## src/rtl/seven_segment_scanner.sv

```systemverilog
// rtl/seven_segment_scanner.sv - 8-digit multiplexed seven-segment driver with blanking and per-scan snapshot
module seven_segment_scanner #(
  parameter int DIV        = 100000,
  parameter int BLANK      = 16,
  parameter int ACTIVE_LOW = 1
) (
  input  logic        clk,
  input  logic        rst,
  input  logic [31:0] digit,
  input  logic [7:0]  en_digit,
  input  logic [7:0]  en_dot,
  output logic [7:0]  an,
  output logic [6:0]  seg,
  output logic        dp,
  output logic        frame_tick
);

  localparam int         CW       = $clog2(DIV);
  localparam logic [0:0] PH_BLANK = 1'b0;
  localparam logic [0:0] PH_DRIVE = 1'b1;
  localparam logic       POL      = (ACTIVE_LOW != 0) ? 1'b1 : 1'b0;

  logic [CW-1:0] cnt, cnt_nx;
  logic [2:0]    idx, idx_nx;
  logic [31:0]   snap_digit, digit_nx;
  logic [7:0]    snap_en, en_nx;
  logic [7:0]    snap_dot, dot_nx;
  logic          first_load;
  logic          wrap, load, show;
  logic [0:0]    phase_nx;
  logic [3:0]    nib;
  logic [7:0]    an_on;
  logic [6:0]    seg_on;
  logic          dp_on;

  // Segment pattern with 1 = lit, bit order {g,f,e,d,c,b,a}
  function automatic logic [6:0] hex7(input logic [3:0] v);
    case (v)
      4'h0: hex7 = 7'h3F;
      4'h1: hex7 = 7'h06;
      4'h2: hex7 = 7'h5B;
      4'h3: hex7 = 7'h4F;
      4'h4: hex7 = 7'h66;
      4'h5: hex7 = 7'h6D;
      4'h6: hex7 = 7'h7D;
      4'h7: hex7 = 7'h07;
      4'h8: hex7 = 7'h7F;
      4'h9: hex7 = 7'h6F;
      4'hA: hex7 = 7'h77;
      4'hB: hex7 = 7'h7C;
      4'hC: hex7 = 7'h39;
      4'hD: hex7 = 7'h5E;
      4'hE: hex7 = 7'h79;
      default: hex7 = 7'h71;
    endcase
  endfunction

  // Outputs are derived from the next-state values so they line up with cnt/idx/snapshot
  always_comb begin
    wrap     = (cnt == CW'(DIV - 1));
    load     = first_load | (wrap & (idx == 3'd7));
    cnt_nx   = wrap ? '0 : cnt + 1'b1;
    idx_nx   = wrap ? idx + 3'd1 : idx;
    digit_nx = load ? digit    : snap_digit;
    en_nx    = load ? en_digit : snap_en;
    dot_nx   = load ? en_dot   : snap_dot;
    phase_nx = (int'(cnt_nx) < BLANK) ? PH_BLANK : PH_DRIVE;
    show     = (phase_nx == PH_DRIVE) && en_nx[idx_nx];
    nib      = digit_nx[{idx_nx, 2'b00} +: 4];
    an_on    = show ? (8'd1 << idx_nx) : 8'd0;
    seg_on   = show ? hex7(nib) : 7'd0;
    dp_on    = show & dot_nx[idx_nx];
  end

  always_ff @(posedge clk or posedge rst) begin
    if (rst) begin
      cnt        <= '0;
      idx        <= 3'd0;
      snap_digit <= 32'd0;
      snap_en    <= 8'd0;
      snap_dot   <= 8'd0;
      first_load <= 1'b1;
      frame_tick <= 1'b0;
      an         <= {8{POL}};
      seg        <= {7{POL}};
      dp         <= POL;
    end else begin
      cnt        <= cnt_nx;
      idx        <= idx_nx;
      snap_digit <= digit_nx;
      snap_en    <= en_nx;
      snap_dot   <= dot_nx;
      first_load <= 1'b0;
      frame_tick <= load;
      an         <= an_on ^ {8{POL}};
      seg        <= seg_on ^ {7{POL}};
      dp         <= dp_on ^ POL;
    end
  end

endmodule

```

## config.mk

```make
export PLATFORM = sky130hd
export DESIGN_NAME = seven_segment_scanner
export DESIGN_NICKNAME = d
export VERILOG_FILES = /design/src/rtl/seven_segment_scanner.sv
export SDC_FILE = /design/constraint.sdc
export NUM_CORES = 1
export LEC_CHECK = 0
export CAP_MARGIN = 20
export CELL_PAD_IN_SITES_DETAIL_PLACEMENT = 2
export CELL_PAD_IN_SITES_GLOBAL_PLACEMENT = 2
export CORE_MARGIN = 10
export CORE_UTILIZATION = 38
export CTS_CLUSTER_SIZE = 8
export DETAILED_ROUTE_END_ITERATION = 6
export PLACE_DENSITY_LB_ADDON = 0.1
export SYNTH_ARGS = -nofsm -noshare
export SYNTH_HDL_FRONTEND = slang
export SYNTH_SLANG_ARGS = --single-unit
```

## constraint.sdc

```tcl
create_clock -name clk -period 8.1 [get_ports clk]
set_input_delay 2.43 -clock clk [delete_from_list [all_inputs] [get_ports clk]]
set_output_delay 2.43 -clock clk [all_outputs]
set_load 0.01 [all_outputs]
```

# [Yosys cells after proc, flatten, opt, wreduce, memory -nomap -nowiden]
# Memories as Yosys holds them, arrays and structs flattened.
# Cells that the tools add are included.
[word_totals] memories=1 elab_cells=38 mem_bits_ro=112 reg_bits=86 output_inout_bits=17 inputBits=50
[memory_table] name="(name not given)" depth=16 word_bits=7 rd=1 rd_clocked_by_memory_dff=0 write_ports=0 line_no="38" text="case (v)"
[classes] eq_ne=2 n_bitwise=6 n_shift=2 add_sub_neg=2 reduce_logical=1 n_lt_le_gt_ge=2 mux=12
[op_table] cell="2-to-1 mux 32 bit" n=1
[op_table] cell="variable part select 32 x 6 -> 4 bit" n=1
[op_table] cell="2-to-1 mux 8 bit" n=3
[op_table] cell="adder 17 x 1 -> 17 bit, second input constant" n=1
[op_table] cell="== test 17 bit, second input constant" n=1
[op_table] cell="less-than comparator 17 x 5 -> 1 bit, second input constant" n=1
[op_table] cell="2-to-1 mux 17 bit" n=1
[op_table] cell="NOT 8 bit" n=1
[op_table] cell="left shift 1 x 3 -> 8 bit, first input constant" n=1
[op_table] cell="2-to-1 mux 7 bit" n=1
[op_table] cell="NOT 7 bit" n=1
[op_table] cell="binary-select mux 1 bit (select 3 bit)" n=2
[op_table] cell="less-than comparator 3 x 4 -> 1 bit, second input constant" n=1
[op_table] cell="adder 3 x 1 -> 3 bit, second input constant" n=1
[op_table] cell="== test 3 bit, second input constant" n=1
[op_table] cell="2-to-1 mux 1 bit" n=3
[op_table] cell="2-to-1 mux 3 bit" n=1
[op_table] cell="AND 1 bit" n=2
[op_table] cell="logical AND 1 bit" n=1
[op_table] cell="NOT 1 bit" n=1
[op_table] cell="bitwise OR 1 bit" n=1

# [Depth between registers and ports, before layout]
[depth] depth_word=9 ltp_mapped=16 depth_no_buf=14

# [Least setup slack after synthesis]
# Ideal clock, no wire load.
[synth_timing] kind="input -> register" from="input digit[0]" to="register seg[3]" path_buffers=0 setup_slack_ns=3.870 setup_ns=0.082 t_arrival_ns=4.148 stages=7 required_ns=8.018 path_cell_list="mux2_2 > a221oi_1 > a21boi_0 > o21ai_1 > ha_1 > mux2_1 > a211o_1"
[synth_via] elab_chain_cells=5
[synth_rtl] element="from (decl)" line_no="9" text="input logic [31:0] digit,"
[synth_rtl] element="2-to-1 mux 32 bit" line_no="64" text="digit_nx = load ? digit : snap_digit;"
[synth_rtl] element="variable part select 32 x 6 -> 4 bit" line_no="69" text="nib = digit_nx[{idx_nx, 2'b00} +: 4];"
[synth_rtl] element="memory (16 x 7 bit)"
[synth_rtl] element="2-to-1 mux 7 bit" line_no="71" text="seg_on = show ? hex7(nib) : 7'd0;"
[synth_rtl] element="NOT 7 bit (no source line)"
[synth_rtl] element="to (signal assigned)" line_no="85" text="seg <= {7{POL}};"
[synth_rtl] element="to (signal assigned)" line_no="96" text="seg <= seg_on ^ {7{POL}};"
[synth_rtl] element="to (decl)" line_no="13" text="output logic [6:0] seg,"
# Every way passes these cells.

# [Final worst setup path]
[layout_timing] from="input digit[0]" to="register seg[0]"
[layout_via] elab_chain_cells=5
[layout_rtl] element="2-to-1 mux 32 bit" line_no="64"
[layout_rtl] element="net digit_nx[0]" line_no="25" text="logic [31:0] snap_digit, digit_nx;"
[layout_rtl] element="variable part select 32 x 6 -> 4 bit" line_no="69"
[layout_rtl] element="memory (16 x 7 bit)"
[layout_rtl] element="2-to-1 mux 7 bit" line_no="71"
[layout_rtl] element="NOT 7 bit (no source line)"
# The timed path passes the listed nets, and every way through them passes these cells.

==> metrics.md <==
| Metric | Value |
|---|---|
| Status | finished, final reports clean |
| Setup WS pre-CTS | 3.05 ns |
| Vias in the first global route | 3,650 |
| Core Area | 10,900 sq um |
| Net Switching | 249 uW |
| Pwr Total | 1.03 mW |
| Combinational share of power | 13.9% |
| Fmax | 210 MHz |
| Fin Hold WS | 0.466 ns |
| Critical path required time | 8.38 ns |
| Number of distinct library cells after synthesis | 66 |
| Tot GR Track Use | 16.4% |
| Die Span X | 126 um |
| Slew headroom | 42.1% |
| Clock transition at the registers of the reported paths | 0.06 ns |
| Min Clock Period, post-route | 4.76 ns |
| Synth Area per Inst | 11.4 sq um |
| Dpl cells | 571 |
| Clock latency on the worst-skew pair | 0.35 ns |
| Sequential-to-total area share from yosys stat | 50.9% |
| Pleak | 2.34 nW |
| Top Ports | 67 |
| Adder-cell share of the synthesized area | 2.64% |
| Final Hold Vio Count | 0 |
| Compound-Gate Fraction of Synth Area | 10.6% |
| Main combinational cell family by area after synthesis | multiplexers |
| Pint | 777 uW |
| Clk pwr share | 39.9% |
| Endpoints failing setup | 0 |
| Wirelength, routed | 12.6 mm |
| Worst Skew | 0.00926 ns |
| Setup crit end kind | flop |
| First-pass GRT wire length | 20.8 mm |
| Switching share of power | 24.2% |
| Mapped Nets | 434 |
| Max-Cap Viols | 0 |
| 1st-pass router iterations | 4 |
| Non-Filler Instances | 587 |
| Total grt overflow | 0 |
| RSZ-0062 raised after global routing | no |
| Flops & latches, synth | 86 |
| Mux contribution to synthesized area | 14.4% |
| Xor and xnor area share after synthesis | 3.93% |
| Largest net degree at the start of global routing | 69 |
| Final setup TNS | 0 ns |
| Post-synth EDFFs | 0 |
| Setup CP Type | in -> reg |
| Sequential power share | 46.2% |
| TritonCTS clock tree | built |
| Total number of vias | 3,130 |
| Crit-path max FO | 5 |
| RD Place Congestion | 0.821 |
| Die height | 126 um |
| Worst Max-Slew Pin Slew | 0.869 ns |
| Yosys warns | 0 |
| Initial core utilization | 39.0% |
| Avg WL per Cell | 21.4 um |
| Area grow syn2layout | 25.4% |
| Share of cells above drive strength 1 | 16.8% |
| Initial antenna violation count | 0 |
| Clock Path Buffers | 2 |
| Htree depth | 3 |
| Vias/cell | 5.33 |
| CTS Buf Count | 9 |
| Pwr dens | 192 nW/um^2 |
| Post-CTS Setup Bufs | 0 |
| Fillers | 1,114 |
| Synth Instances | 375 |
| Syn Std Cell Area | 4270 sq um |
| Hold Buf Count CTS | 0 |
| Antenna-violating nets left | 0 |
| Post-route worst setup slack | 3.34 ns |
| Peak supply drop | 0.0884 mV |
| I/O Buffers | 66 |
| Synth Area in Simple Gates | 14.4% |
| Count of routing violations after the opening detailed-route iteration | 196 |
| Ys flop type | dfrtp_1 |
| Root Driver | clkbuf_16 |
| Post-CTS sizing | 0 |
| FP Rows | 38 |
| Nets | 501 |
| DPL Wire Length | 8.67 mm |
| # diodes | 0 |
| Period utilization | 58.7% |
| Worst setup SP type | input port |
| HP Class | reg -> reg |
| DRC | 0 |
| Die footprint | 15,900 sq um |
| # clock sinks | 86 |
| Worst Path Arrival | 5.03 ns |
| Post-synth ARST share | 100% |
| Pins Over Slew Limit | 0 |
| Most frequent cells in the layout | 69 x nand2_1, 69 x dfrtp_1, 66 x clkdlybuf4s50_1 |
[power groups by stage]
| stage | Clock (mW) | Sequential [mW] | Combinational [mW] |
|---|---|---|---|
| 5_1_grt | 0.437 | 0.477 | 0.157 |
| 3_5_place_dp | 0 | 0.482 | 0.143 |
| 3_3_place_gp | 0 | 0.480 | 0.137 |
| 4_1_cts | 0.419 | 0.475 | 0.146 |
| 2_1_floorplan | 0 | 0.481 | 0.0784 |
| 6_report | 0.409 | 0.474 | 0.143 |
[logic make-up after synthesis]
group / Yosys count
AOI/OAI and AO/OA: 51
xor gates and xnor gates: 17
adders and majority gates: 9
buffers and inverters: 25
DFF: 86
muxes: 55
other: 1
and+or+nand+nor: 131
[cell usage after synthesis, drive strengths merged, types with 4 or more instances]
cell	instances	area [sq um]
xor2	8	70.1
a21oi	4	31.3
o21ai	6	30.0
mux2i	26	268
buf	11	75.1
nand2	70	265
dfrtp	69	1730
a221o	6	60.1
clkbuf	4	15.0
mux2	29	345
nor2	18	70.1
inv	10	40.0
nand4	4	25.0
ha	9	113
dfstp	17	447
a211oi	4	30.0
nand3	9	45.0
or3	8	50.1
xnor2	9	97.6
[flip-flops by register name (all words and copies together), names as in the netlist]
signal and cells:
snap_digit 32, cnt 17, an 8, snap_dot 8
snap_en 8, seg 7, idx 3, dp 1
first_load 1, frame_tick 1
[path summary, 6_finish.rpt]
path                              from              to  slack (ns)  depth (start not counted)
setup / recovery              digit[0]          seg[0]        3.34                         10
hold / removal             snap_dot[7]     snap_dot[7]        0.47                          2
min in group asynchronous          rst  snap_digit[16]        2.36                          2
hold reg to reg            snap_dot[7]     snap_dot[7]        0.47                          2
setup reg to reg                cnt[5]          seg[3]        3.48                         10
max in group asynchronous          rst         cnt[16]        4.57                          3
[per-layer routing]
metal,part of all wire (%),track usage [%],up-vias
li1,-,-,1459
met1,44,19.8,1598
met2,52,28.6,62
met3,3.3,3.27,11
met4,1.3,5.22,0
met5,0,0,-
[per-stage QoR]
stage          utilization (%)  instance area [sq um]
5_1_grt                   48.9                   5350
3_3_place_gp              46.3                   5060
2_1_floorplan                -                   4270
6_report                  48.9                   5350
4_1_cts                   48.9                   5350
3_5_place_dp              46.3                   5060
[final cells by class]
cell class	instances	area, sq um	area share, %
clock buffers	16	292	5.45
inverters	10	41.3	0.772
multi-input cells	264	1970	36.8
flip-flops and latches	86	2170	40.6
well taps	140	175	3.27
repair buffers	71	698	13.0
[critical path, cell delays in order]
cell and delay, ns:
clkdlybuf4s50_1 0.46, mux2_2 0.16, a221oi_1 0.11, a21boi_0 0.20, o21ai_1 0.48, inv_1 0.21
ha_1 0.27, or4_1 0.53, o21ai_1 0.10, o21bai_1 0.09
(Power assumes the default switching activity.)
